===== src/rtl/structs_pkg.sv =====
// Shared fetch-stage types, opcode constants and immediate helpers.
package structs_pkg;

    localparam int XLEN_DEF = 32;

    localparam logic [6:0] OP_BRANCH = 7'b1100011;
    localparam logic [6:0] OP_JAL    = 7'b1101111;

    typedef struct packed {
        logic [31:0]         instr;
        logic [XLEN_DEF-1:0] pc;
        logic                pred_taken;
    } fetch_entry_t;

    // Conditional-branch offset, 13 bits including the implicit zero LSB.
    function automatic logic [12:0] br_imm(input logic [31:0] i);
        return {i[31], i[7], i[30:25], i[11:8], 1'b0};
    endfunction

    // JAL offset, 21 bits including the implicit zero LSB.
    function automatic logic [20:0] jal_imm(input logic [31:0] i);
        return {i[31], i[19:12], i[20], i[30:21], 1'b0};
    endfunction

endpackage


===== src/rtl/fetch_queue.sv =====
// Circular FIFO of fetch entries with flush; count-based full/empty, no bypass.
module fetch_queue
    import structs_pkg::*;
#(
    parameter type T     = fetch_entry_t,
    parameter int  DEPTH = 4
) (
    input  logic clk,
    input  logic reset_n,
    input  logic i_push,
    input  logic i_pop,
    input  logic i_flush,
    input  T     i_wdata,
    output T     o_rdata,
    output logic o_full,
    output logic o_empty
);
    localparam int PW = $clog2(DEPTH);
    localparam int CW = $clog2(DEPTH + 1);

    T              r_mem [DEPTH];
    logic [PW-1:0] r_head;
    logic [PW-1:0] r_tail;
    logic [CW-1:0] r_count;

    logic w_do_push;
    logic w_do_pop;

    assign o_full    = (r_count == CW'(DEPTH));
    assign o_empty   = (r_count == '0);
    // Flush wins over both ports; a full queue refuses pushes even when popping.
    assign w_do_push = i_push & ~o_full  & ~i_flush;
    assign w_do_pop  = i_pop  & ~o_empty & ~i_flush;
    assign o_rdata   = r_mem[r_head];

    // Entry storage is intentionally not reset; validity comes from the count.
    always_ff @(posedge clk) begin
        if (w_do_push) r_mem[r_tail] <= i_wdata;
    end

    // Pointer and occupancy bookkeeping; pointers wrap by width.
    always_ff @(posedge clk or negedge reset_n) begin
        if (!reset_n) begin
            r_head  <= '0;
            r_tail  <= '0;
            r_count <= '0;
        end else if (i_flush) begin
            r_head  <= '0;
            r_tail  <= '0;
            r_count <= '0;
        end else begin
            if (w_do_push) r_tail <= r_tail + 1'b1;
            if (w_do_pop)  r_head <= r_head + 1'b1;
            if (w_do_push && !w_do_pop)      r_count <= r_count + 1'b1;
            else if (w_do_pop && !w_do_push) r_count <= r_count - 1'b1;
        end
    end

endmodule


===== src/rtl/fetch_unit.sv =====
// PC generator with branch/JAL pre-decode feeding a fetch queue toward decode.
module fetch_unit
    import structs_pkg::*;
#(
    parameter int              XLEN     = 32,
    parameter logic [XLEN-1:0] RESET_PC = '0,
    parameter int              FQ_DEPTH = 4
) (
    input  logic            clk,
    input  logic            reset_n,
    output logic [XLEN-1:0] imem_addr,
    input  logic [31:0]     imem_rdata,
    input  logic            pred_taken,
    input  logic            redirect_valid,
    input  logic [XLEN-1:0] redirect_pc,
    output logic            fq_valid,
    input  logic            fq_ready,
    output logic [31:0]     fq_instr,
    output logic [XLEN-1:0] fq_pc,
    output logic            fq_pred_taken
);
    typedef struct packed {
        logic [31:0]     instr;
        logic [XLEN-1:0] pc;
        logic            pred_taken;
    } entry_t;

    logic [XLEN-1:0] r_pc;

    logic            w_is_br;
    logic            w_is_jal;
    logic            w_eff_taken;
    logic [XLEN-1:0] w_imm;
    logic [XLEN-1:0] w_next_pc;
    logic            w_full;
    logic            w_empty;
    logic            w_push;
    entry_t          w_wentry;
    entry_t          w_head;

    logic [12:0] w_br_imm;
    logic [20:0] w_jal_imm;

    assign w_br_imm    = br_imm(imem_rdata);
    assign w_jal_imm   = jal_imm(imem_rdata);
    assign w_is_br     = (imem_rdata[6:0] == OP_BRANCH);
    assign w_is_jal    = (imem_rdata[6:0] == OP_JAL);
    // JAL is always taken; branches follow the predictor; JALR is treated as sequential.
    assign w_eff_taken = (w_is_br & pred_taken) | w_is_jal;
    assign w_imm       = w_is_jal ? {{(XLEN-21){w_jal_imm[20]}}, w_jal_imm}
                                  : {{(XLEN-13){w_br_imm[12]}}, w_br_imm};
    assign w_next_pc   = w_eff_taken ? (r_pc + w_imm) : (r_pc + XLEN'(4));
    assign w_push      = ~redirect_valid & ~w_full;
    assign w_wentry    = '{instr: imem_rdata, pc: r_pc, pred_taken: w_eff_taken};

    // PC register: redirect overrides, otherwise advance only when the word is enqueued.
    always_ff @(posedge clk or negedge reset_n) begin
        if (!reset_n)            r_pc <= RESET_PC;
        else if (redirect_valid) r_pc <= redirect_pc;
        else if (w_push)         r_pc <= w_next_pc;
    end

    fetch_queue #(
        .T     (entry_t),
        .DEPTH (FQ_DEPTH)
    ) u_fq (
        .clk     (clk),
        .reset_n (reset_n),
        .i_push  (w_push),
        .i_pop   (fq_ready),
        .i_flush (redirect_valid),
        .i_wdata (w_wentry),
        .o_rdata (w_head),
        .o_full  (w_full),
        .o_empty (w_empty)
    );

    assign imem_addr     = r_pc;
    assign fq_valid      = ~w_empty;
    assign fq_instr      = w_head.instr;
    assign fq_pc         = w_head.pc;
    assign fq_pred_taken = w_head.pred_taken;

endmodule


===== config.mk =====
export PLATFORM = sky130hd
export DESIGN_NAME = fetch_unit
export DESIGN_NICKNAME = d
export VERILOG_FILES = /design/src/rtl/structs_pkg.sv /design/src/rtl/fetch_queue.sv /design/src/rtl/fetch_unit.sv
export SDC_FILE = /design/constraint.sdc
export NUM_CORES = 1
export LEC_CHECK = 0
export ABC_AREA = 1
export CAP_MARGIN = 40
export CORE_MARGIN = 5
export CORE_UTILIZATION = 50
export DETAILED_ROUTE_END_ITERATION = 16
export PLACE_DENSITY = 0.72
export SLEW_MARGIN = 15
export SYNTH_ARGS = -nofsm -noshare
export SYNTH_HDL_FRONTEND = slang
export SYNTH_SLANG_ARGS = --single-unit

===== constraint.sdc =====
create_clock -name clk -period 11.2 [get_ports clk]
set_input_delay 1.68 -clock clk [delete_from_list [all_inputs] [get_ports clk]]
set_output_delay 1.68 -clock clk [all_outputs]
set_load 0.01 [all_outputs]

; Word-level counts from Yosys, hierarchy flattened
; Memory sizes are Yosys's and may differ from the RTL's.
; Index checks and enable logic that the tools add are counted.
[classes]
addsub = 6
eq_ne = 3
n_mux = 13
bitwise_logic = 10
n_reduce_logical = 9
[ops]
columns = op, count
row1 = 32-bit 2-to-1 mux, 3
row2 = "32-bit by 3-bit adder with 32-bit output, second input constant", 1
row3 = 32-bit adder, 1
row4 = 20-bit 2-to-1 mux, 1
row5 = "7-bit equality test, second input constant", 2
row6 = 3-bit 2-to-1 mux, 3
row7 = 2-bit 2-to-1 mux, 4
row8 = 1-bit AND, 6
row9 = 2-bit nonzero test, 3
row10 = "2-bit by 1-bit adder with 2-bit output, second input constant", 2
row11 = "3-bit by 1-bit adder with 3-bit output, second input constant", 1
row12 = "3-bit equality test, second input constant", 1
row13 = 3-bit zero test, 1
row14 = 1-bit NOT, 3
row15 = 3-bit nonzero test, 1
row16 = "3-bit by 1-bit subtractor with 3-bit output, second input constant", 1
row17 = 1-bit logical AND, 2
row18 = 1-bit zero test, 2
row19 = 1-bit 2-to-1 mux, 2
row20 = 1-bit bitwise OR, 1
[totals]
ff_bits = 39
ramBits = 260
input_bits = 69
output_inout_bits = 98
wordCells = 46
n_memories = 1
[mem_list]
columns = memory, depth, width, rd, rd_clocked_by_memory_dff, write_ports, line
row1 = u_fq.r_mem, 4, 65, 1, 0, 1, fetch_queue.sv:21  ; T r_mem [DEPTH];

; Logic depth before layout (Yosys ltp)
; Gate-level depths: netlist of run 1.
[logic_depth]
word_depth = 10
depth_mapped = 21
mapped_depth_nobuf = 20

; Cells and area by module
; Synthesis of run 1 repeated with hierarchy kept, for this count alone.
[hier_totals]
cells_unflattened = 1618
area_unflattened_um2 = 15666.3
[by_module_without_submodules]
columns = module, n_inst, cells_per_inst, area_per_inst_um2, seq_area_each_um2
row1 = fetch_queue, 1, 696, 10603.9, 7982.7
row2 = fetch_unit, 1, 922, 5062.4, 800.8

; Worst setup path after synthesis of run 1
; OpenSTA, ideal clock, no wires.
[synth_timing]
kind = input -> register
start = in redirect_valid
end = mem u_fq.r_mem[0][0] in the netlist's numbering, enable pin
setup_time_ns = 0.488
arrival_time_ns = 4.624
required_ns = 10.712
setup_slack_ns = 6.088
stages = 3
n_path_buf = 0
cell_sequence = inv_2 nand2_2 nor2_1
[synth_via]
elab_chain_len = 6
[synth_rtl]
columns = element, line
row1 = from (decl), fetch_unit.sv:14  ; input logic redirect_valid,
row2 = 1-bit NOT (*), "fetch_queue.sv:32, fetch_unit.sv:53"
row3 = 1-bit AND, fetch_unit.sv:53  ; assign w_push = ~redirect_valid & ~w_full;
row4 = 1-bit AND, fetch_queue.sv:32  ; assign w_do_push = i_push & ~o_full & ~i_flush;
row5 = 1-bit AND (*), fetch_queue.sv:32
row6 = 1-bit 2-to-1 mux (*), fetch_queue.sv:38  ; if (w_do_push) r_mem[r_tail] <= i_wdata;
row7 = 1-bit 2-to-1 mux (not written as such) (*), fetch_queue.sv:38
row8 = to (decl), fetch_queue.sv:21
; Every way passes the cells marked *; elsewhere a longest branch is shown, timed or not.

; Worst setup path after layout of run 1
[layout_timing]
start = reg u_fq.r_head[0]
end = out fq_pc[14]
[layout_via]
elab_chain_len = 1
[layout_rtl]
columns = element, line
row1 = from (decl), fetch_queue.sv:22  ; logic [PW-1:0] r_head;
row2 = from (signal assigned), fetch_queue.sv:53  ; if (w_do_pop) r_head <= r_head + 1'b1;
row3 = memory read 4 x 65 bit, n/a
row4 = to (decl), fetch_unit.sv:19  ; output logic [XLEN-1:0] fq_pc,
; No other way between the ends.

==> results of run 1 <==
## power by group through the flow
stage                     Clock, mW  Combinational, mW  Sequential (mW)
after detailed placement          0               1.48             1.71
after global routing           1.03               1.64             1.72
after global placement            0               1.46             1.71
final                         0.974               1.50             1.70
after CTS                     0.986               1.49             1.69
after floorplan                   0              0.841             1.64
## logic make-up after synthesis
family,count (synthesis),synth area share
AOI/OAI and AO/OA,334,0.123
DFF,299,0.592
xor gates and xnor gates,23,0.0136
adders and majority gates,40,0.0348
and+or+nand+nor,627,0.182
muxes,5,0.00380
buffers and inverters,194,0.0503
## state kept, by name, indices dropped and copies added (netlist names)
register and count:
u_fq.r_mem 260, u_fq.r_count 3, u_fq.r_tail 2, u_fq.r_head 2, imem_addr 32
## area by class of cell
type | count | area [um2]
Clock buffer | 41 | 812
Fill cell | 2488 | 11500
Clock inverter | 15 | 150
Tap cell | 390 | 488
Inverter | 139 | 523
Multi-Input combinational cell | 1029 | 5330
Antenna cell | 1 | 2.50
Sequential cell | 299 | 8790
Timing Repair Buffer | 183 | 1860
## through the flow
stage               instance area, um2  hold WS [ps]  power, mW
detailed placement               17000           555       3.20
CTS                              17900           562       4.17
global placement                 16900           553       3.16
finish                           18000           570       4.17
floorplan                        14800           514       2.48
global route                     18000           607       4.39
## worst paths after layout
| kind | from | end | slack [ps] | cells after the start |
|---|---|---|---|---|
| max | u_fq.r_head[0] | fq_pc[14] | 5830 | 6 |
| min | u_fq.r_tail[0] | u_fq.r_tail[0] | 570 | 1 |
| max reg2reg | u_fq.r_head[0] | u_fq.r_head[1] | 8330 | 6 |
| min reg2reg | u_fq.r_tail[0] | u_fq.r_tail[0] | 570 | 1 |
| max in group asynchronous | reset_n | imem_addr[6] | 9590 | 2 |
| min in group asynchronous | reset_n | imem_addr[26] | 1070 | 1 |
## per-layer routing
metal / vias up / share of wire / GRT usage
met4: 0 / 0.033 / 0.0826
met5: - / 0 / 0
met3: 91 / 0.077 / 0.0393
met2: 473 / 0.47 / 0.410
met1: 5732 / 0.42 / 0.364
li1: 5595 / - / -
## Yosys cell counts
library cell  number  area share
nand2_2           12      0.0051
edfxtp_1         260        0.53
nand2_1          302       0.076
or2_1              2     0.00084
fa_1               2      0.0027
nor2_4             4      0.0030
o311ai_1           1     0.00059
mux2_2             5      0.0038
a31oi_1            5      0.0021
nor3_4             2      0.0022
clkbuf_1          41       0.010
o2111ai_1          2      0.0012
nand3_2            2      0.0014
nand4_4            1      0.0014
o21ai_1           16      0.0054
o211ai_1           7      0.0035
buf_2             14      0.0047
nor3_2            10      0.0068
inv_1            116       0.029
nand4_1            8      0.0034
and2_1             3      0.0013
ha_1              38       0.032
o21ai_0          170       0.057
dfrtp_1           39       0.066
o21bai_1          10      0.0051
xnor2_1            9      0.0053
nor3_1            10      0.0034
or2_2              1     0.00042
inv_2             20      0.0051
o22ai_1           68       0.029
nor2_1           202       0.051
and3b_1            1     0.00059
nor2_2             6      0.0025
xor2_1            14      0.0083
a41oi_1            1     0.00059
clkinv_1           3     0.00076
nor4_1             2     0.00084
nand3b_1           9      0.0046
a21oi_1           53       0.018
or2_0              2     0.00084
nand3_1           48       0.016
o31ai_1            1     0.00051
## critical path, delay by kind of cell, from the launching register on
family,cells,cell delay [ps]
buffers and inverters,4,1790
flip-flops,1,900
AO/OA/AOI/OAI,2,340
==> results.py, run 1 <==
metrics = {
    "outcome": {
        "outcome": "completed",
    },
    "clocking": {
        "cts_tree": "done",
        "cts_buffers": 30,
        "cts-root-buf": "clkbuf_16",
        "cts_buffer_depth": 3,
        "cts_max_level": 1,
        "clock_latency_ps": 560,
        "post-cts-setup-buffer-count": 0,
        "postCtsHoldBufs": 0,
        "clk_pin_slew_ps": 60,
        "clock-sinks": 299,
        "ctsResizeCount": 0,
    },
    "sta": {
        "setup_viol": 0,
        "relSlewSlack": 0.391,
        "hold_viol": 0,
        "clock_skew_ps": 18.0,
        "setup_ws_ps": 5830,
        "finalMaxSlewViolations": 0,
        "period_share": 0.480,
        "tightest_slew_ps": 912,
        "period_needed_ps": 5370,
        "max_freq_mhz": 186,
        "rsz0062_at_grt": "false",
        "finalSetupTns_ps": 0,
    },
    "drt": {
        "drtIter0Drc": 1103,
        "vias": 11891,
        "routed_wl_um": 43700,
        "wire_per_inst_um": 20.9,
        "viasPerCell": 5.67,
        "dr.pass1.iters": 5,
        "ant_nets": 0,
        "drc": 0,
    },
    "power": {
        "p_sw_frac": 0.366,
        "p_int_mw": 2.64,
        "power.ir.vdd_worst_mv": 0.127,
        "p_leak_nw": 6.86,
        "p_clk_frac": 0.234,
        "seqPwrFrac": 0.407,
        "switchingPower_mw": 1.53,
        "power_density_mw_per_mm2": 232,
        "power_frac_comb": 0.360,
    },
    "logic_synthesis": {
        "syn_nets": 1631,
        "netlist_area_mm2": 0.0148,
        "synth-warning-count": 0,
        "syn_avg_cell_area_um2": 9.74,
        "yosys.cell_types.count": 42,
        "synth_seq_cells": 299,
        "syn_inst": 1522,
        "seq_area_frac_synth": 0.592,
    },
    "worst_setup_path": {
        "cp_slowest_stage_delay_ps": 900,
        "cp-start-kind": "flip-flop",
        "worstSetupPathType": "flip-flop to output port",
        "arrival_ps": 3690,
        "crit_path_cell_trace": "clkinv_2 -> buf_4 -> buf_16 -> o21ai_0 -> o22ai_1 -> clkdlybuf4s50_1",
        "cp.required_ps": 9520,
        "end_kind": "output port",
        "cp_max_fo": 82,
        "crit_path_top_delay_cell": "dfrtp_4",
    },
    "global_routing": {
        "track_usage": 0.256,
        "grt_pass1_vias": 11563,
        "grt_overflow": 0,
        "grt_max_degree": 92,
        "grt_pass1_wl_um": 66500,
        "antenna_found_initial": 0,
    },
    "placement": {
        "pre_cts_ws_ps": 6340,
        "dp_cells": 2039,
        "place.port_buffers": 166,
        "place_congestion": 0.975,
        "place_hpwl_um": 29900,
    },
    "job": {
        "cap_violations": 0,
    },
    "floorplan": {
        "die_y_um": 182,
        "die_x_um": 182,
        "core_mm2": 0.0295,
        "io_pins": 167,
        "start_util": 0.503,
        "dieArea_mm2": 0.0332,
        "rows": 63,
    },
    "layout": {
        "layout_common_cells": "nand2_1 (302), edfxtp_1 (260), nor2_1 (198), o21ai_0 (170), clkdlybuf4s50_1 (165)",
        "instances_no_fill": 2097,
        "nNetsFinal": 1791,
        "postLayoutCoreUtil": 0.609,
        "final_common_cell": "nand2_1",
        "syn_to_final_growth_pct": 21.1,
        "layout-drive-gt1-share": 0.0785,
    },
    "worst_hold_path": {
        "hp-class": "flip-flop to flip-flop",
    },
}
Note: power is estimated with default switching activity, not from simulation.
==> run 2: changes to the inputs <==
- PLACE_DENSITY: 0.72 -> 0.75
- clock period: 11.2 -> 4.45 ns (I/O delays scaled with it)
==> run 2 against run 1 <==
Total power grew to 2.5 times the previous value. Largest cell class unchanged. Clock skew rose by 5.3 ps. Highest routed layer unchanged. Largest power group unchanged. Critical path depth decreased by 1. Clock power grew to 2.6 times the previous value. Final cell count fell by 0.14%. Core utilization grew 0.14 points. Count of clock-buffer cells in the layout unchanged.
==> results.py, run 2 (same netlist as run 1, synthesis figures left out) <==
metrics = {
    "clocking": {
        "clock_latency_ps": 560,
        "clock-sinks": 299,
        "post-cts-setup-buffer-count": 0,
        "cts_buffer_depth": 3,
        "clk_pin_slew_ps": 70,
        "ctsResizeCount": 0,
        "cts_max_level": 1,
        "cts-root-buf": "clkbuf_16",
        "cts_tree": "done",
        "postCtsHoldBufs": 0,
        "cts_buffers": 30,
    },
    "power": {
        "p_leak_nw": 6.88,
        "power_mw": 10.6,
        "power.ir.vdd_worst_mv": 0.325,
        "power_density_mw_per_mm2": 589,
    },
    "drt": {
        "vias": 11847,
        "wire_per_inst_um": 20.3,
        "viasPerCell": 5.66,
        "drc": 0,
        "routed_wl_um": 42500,
        "dr.pass1.iters": 5,
        "drtIter0Drc": 973,
        "ant_nets": 0,
    },
    "floorplan": {
        "die_y_um": 182,
        "die_x_um": 182,
        "rows": 63,
        "start_util": 0.503,
        "dieArea_mm2": 0.0332,
        "core_mm2": 0.0295,
        "io_pins": 167,
    },
    "global_routing": {
        "grt_max_degree": 80,
        "grt_overflow": 0,
        "met3_usage": 0.0371,
        "antenna_found_initial": 0,
        "busiest_layer": "met2",
        "grt_pass1_wl_um": 64300,
        "grt_use_met2": 0.405,
        "grt_util_met1": 0.343,
        "grt_pass1_vias": 11356,
        "track_usage": 0.248,
    },
    "worst_setup_path": {
        "arrival_ps": 3090,
        "r2r_slack_ps": 2040,
        "cp_slowest_stage_delay_ps": 690,
        "cp.required_ps": 3780,
        "crit_path_cell_trace": "clkinv_2 -> buf_4 -> o21ai_0 -> o22ai_1 -> clkdlybuf4s50_1",
        "cp-start-kind": "flip-flop",
        "end_kind": "output port",
        "crit_path_top_delay_cell": "dfrtp_4",
        "cp_max_fo": 52,
        "worstSetupPathType": "flip-flop to output port",
    },
    "layout": {
        "multiInputGateArea_mm2": 0.00533,
        "instances_no_fill": 2094,
        "num-fill-cells": 2388,
        "diodes": 0,
        "ff_latch_area_mm2": 0.00879,
        "top_register": "u_fq.r_mem",
        "final_common_cell": "nand2_1",
        "nNetsFinal": 1790,
        "syn_to_final_growth_pct": 21.4,
        "layout_common_cells": "nand2_1 (302), edfxtp_1 (260), nor2_1 (198), o21ai_0 (170), clkdlybuf4s50_1 (165)",
        "layout-drive-gt1-share": 0.0798,
        "design_area_mm2": 0.0180,
        "largest_reg_flops": 260,
    },
    "sta": {
        "clock_skew_ps": 23.2,
        "finalMaxSlewViolations": 0,
        "hold_viol": 0,
        "hold_slack_ps": 74.3,
        "period_share": 0.845,
        "period_needed_ps": 3760,
        "tightest_slew_ps": 763,
        "setup_viol": 0,
        "max_freq_mhz": 266,
        "rsz0062_at_grt": "false",
        "relSlewSlack": 0.491,
        "finalSetupTns_ps": 0,
    },
    "placement": {
        "place_hpwl_um": 29100,
        "place.port_buffers": 166,
        "place_congestion": 1.01,
        "dp_cells": 2039,
        "placed_cell_area_mm2": 0.0170,
    },
    "outcome": {
        "outcome": "completed",
    },
    "job": {
        "cap_violations": 0,
    },
    "worst_hold_path": {
        "hp-class": "input port to asynchronous set/reset pin",
    },
}
[run 2: metal layers]
metal / up-vias / wire length (um) / part of all wire
met5: - / 0 / 0
met2: 491 / 20300 / 0.48
met4: 0 / 1440 / 0.034
met1: 5681 / 17500 / 0.41
met3: 98 / 3220 / 0.076
li1: 5577 / - / -
[run 2: power by group]
group / leakage [nW] / internal [mW] / switching [mW]
logic: 3.55 / 1.51 / 2.24
registers: 2.84 / 3.74 / 0.521
clock network: 0.495 / 1.52 / 1.06
[run 2: cell type report]
| class | count | share of cell area |
|---|---|---|
| clock buffer | 41 | 0.0473 |
| tap | 390 | 0.0271 |
| inverter | 139 | 0.0291 |
| multi-input combinational | 1029 | 0.296 |
| clock inverter | 14 | 0.00987 |
| sequential | 299 | 0.488 |
| timing repair buffer | 182 | 0.102 |
[run 2: final timing paths]
check | start | end | depth (start not counted)
hold / removal | reset_n | imem_addr[20] | 1
max in group asynchronous | reset_n | imem_addr[18] | 2
hold reg to reg | u_fq.r_tail[0] | u_fq.r_tail[0] | 1
min in group clk | u_fq.r_tail[0] | u_fq.r_tail[0] | 1
setup / recovery | u_fq.r_head[0] | fq_pc[6] | 5
setup reg to reg | imem_addr[20] | imem_addr[26] | 12
[run 2: critical path: cells and delay by family, from the launching register on]
family / cells / cell delay [ps]
buffers and inverters: 3 / 1350
flip-flops: 1 / 690
AO/OA/AOI/OAI: 2 / 430
[run 2: through the flow]
| step | worst slack, ps | utilization |
|---|---|---|
| after global placement | 678 | 0.575 |
| final | 689 | 0.610 |
| after detailed placement | 593 | 0.576 |
| after CTS | 679 | 0.610 |
| after floorplan | 350 | - |
| after global routing | 484 | 0.610 |
==> run 3: changes to the inputs <==
- clock period: 4.45 -> 3.31 ns (I/O delays scaled with it)
==> run 3 against run 2 <==
Combinational power increased by 44%. Register-to-register slack got worse by 1200 ps. Design area increased by 2.3%. First-iteration DRC count increased by 35%. Count of clock-buffer cells in the layout decreased by 9. Core utilization increased by 1.4 points. Die area unchanged. Worst hold slack improved by 350 ps.
==> results.py, run 3 (same netlist as run 1, synthesis figures left out) <==
metrics = {
    "drt": {
        "vias": 12164,
        "wire_per_inst_um": 20.7,
        "drc": 0,
        "drtIter0Drc": 1312,
        "ant_nets": 0,
        "viasPerCell": 5.69,
        "routed_wl_um": 44300,
        "dr.pass1.iters": 6,
    },
    "global_routing": {
        "antenna_found_initial": 0,
        "grt_overflow": 0,
        "grt_pass1_vias": 11738,
        "grt_pass1_wl_um": 66800,
        "grt_max_degree": 132,
        "track_usage": 0.259,
    },
    "floorplan": {
        "die_y_um": 182,
        "core_mm2": 0.0295,
        "dieArea_mm2": 0.0332,
        "io_pins": 167,
        "start_util": 0.503,
        "die_x_um": 182,
        "rows": 63,
    },
    "placement": {
        "dp_cells": 2081,
        "placed_cell_area_mm2": 0.0174,
        "place_congestion": 1.00,
        "place_hpwl_um": 30300,
        "place.port_buffers": 166,
    },
    "sta": {
        "setup_viol": 0,
        "finalMaxSlewViolations": 0,
        "clock_skew_ps": 10.0,
        "max_freq_mhz": 321,
        "relSlewSlack": 0.536,
        "tightest_slew_ps": 695,
        "period_needed_ps": 3110,
        "hold_viol": 0,
        "period_share": 0.940,
        "hold_slack_ps": 425,
        "rsz0062_at_grt": "false",
    },
    "job": {
        "cap_violations": 0,
    },
    "power": {
        "power_density_mw_per_mm2": 795,
        "power.ir.vdd_worst_mv": 0.507,
        "p_leak_nw": 7.13,
    },
    "layout": {
        "num-fill-cells": 2446,
        "ff_latch_area_mm2": 0.00879,
        "diodes": 0,
        "final_common_cell": "nand2_1",
        "top_register": "u_fq.r_mem",
        "syn_to_final_growth_pct": 24.2,
        "layout_common_cells": "nand2_1 (302), edfxtp_1 (260), nor2_1 (198), o21ai_0 (170), clkdlybuf4s50_1 (165)",
        "postLayoutCoreUtil": 0.625,
        "design_area_mm2": 0.0184,
        "multiInputGateArea_mm2": 0.00533,
        "instances_no_fill": 2136,
        "largest_reg_flops": 260,
        "layout-drive-gt1-share": 0.102,
        "nNetsFinal": 1832,
    },
    "worst_setup_path": {
        "worstSetupPathType": "flip-flop to output port",
        "cp.required_ps": 2810,
        "r2r_slack_ps": 880,
        "arrival_ps": 2610,
        "cp-start-kind": "flip-flop",
        "reg2reg_depth": 13,
        "reg2reg_to": "imem_addr[31]",
        "cp_max_fo": 131,
        "rr_startpoint": "imem_addr[12]",
        "end_kind": "output port",
    },
    "clocking": {
        "cts_buffer_depth": 3,
        "clk_pin_slew_ps": 60,
        "post-cts-setup-buffer-count": 0,
        "cts_max_level": 1,
        "cts_buffers": 29,
        "clock-sinks": 299,
        "cts_tree": "done",
        "clock_latency_ps": 560,
        "cts-root-buf": "clkbuf_16",
    },
    "worst_hold_path": {
        "hp-class": "input port to asynchronous set/reset pin",
    },
    "outcome": {
        "outcome": "completed",
    },
}
[run 3: cell types whose count changed in the layout (fill, tap and decap cells not counted), sizes merged]
cell,previous run,this run
bufinv,3,7
inv,137,136
clkinv,10,15
buf,17,59
dlygate4sd3,0,1
clkbuf,41,32
[run 3: power breakdown]
group          internal, mW  switching, mW  total, mW
Combinational          2.22           3.21       5.43
Sequential             5.03          0.604       5.63
Clock                  2.16           1.42       3.58
Total                  9.41           5.24       14.6
[run 3: stage by stage]
stage / worst slack, ps / power [mW] / TNS [ps]
5_1_grt: 21.8 / 15.4 / 0
3_5_place_dp: -225 / 11.1 / -1460
2_1_floorplan: -619 / 8.41 / -160850
3_3_place_gp: -172 / 11.0 / -566
6_report: 199 / 14.6 / 0
4_1_cts: 215 / 14.7 / 0
[run 3: layer usage]
metal	vias up	GRT usage	wire, um
met5	-	0	0
met1	5837	0.363	18300
met2	547	0.424	21000
met3	100	0.0299	3330
li1	5680	-	-
met4	0	0.0874	1570
[run 3: final cells by class]
cell class / instances / area share
flip-flops and latches: 299 / 0.477
multi-input cells: 1029 / 0.289
repair buffers: 225 / 0.122
clock buffers: 32 / 0.0400
inverters: 139 / 0.0284
well taps: 390 / 0.0265
clock inverters: 22 / 0.0168
[run 3: worst max-delay path, cell delays in order (launching register included)]
cell,delay (ps)
dfrtp_4,460
buf_12,440
o21ai_0,230
o22ai_1,270
clkdlybuf4s50_1,600
[run 3: worst max path at each step]
stage | startpoint | cells after the start | end
finish | u_fq.r_head[0] | 4 | fq_instr[30]
global route | imem_rdata[6] | 20 | imem_addr[31]
CTS | u_fq.r_head[0] | 4 | fq_instr[30]
detailed placement | imem_rdata[6] | 19 | imem_addr[31]
global placement | imem_rdata[6] | 19 | imem_addr[31]
floorplan | redirect_valid | 3 | u_fq.r_mem[0][0]
[run 3: what timing repair did]
item,in CTS,in global routing
setup endpoints to repair,0,0
gates resized for setup,0,0
hold buffers,1,0
hold endpoints to repair,14,0
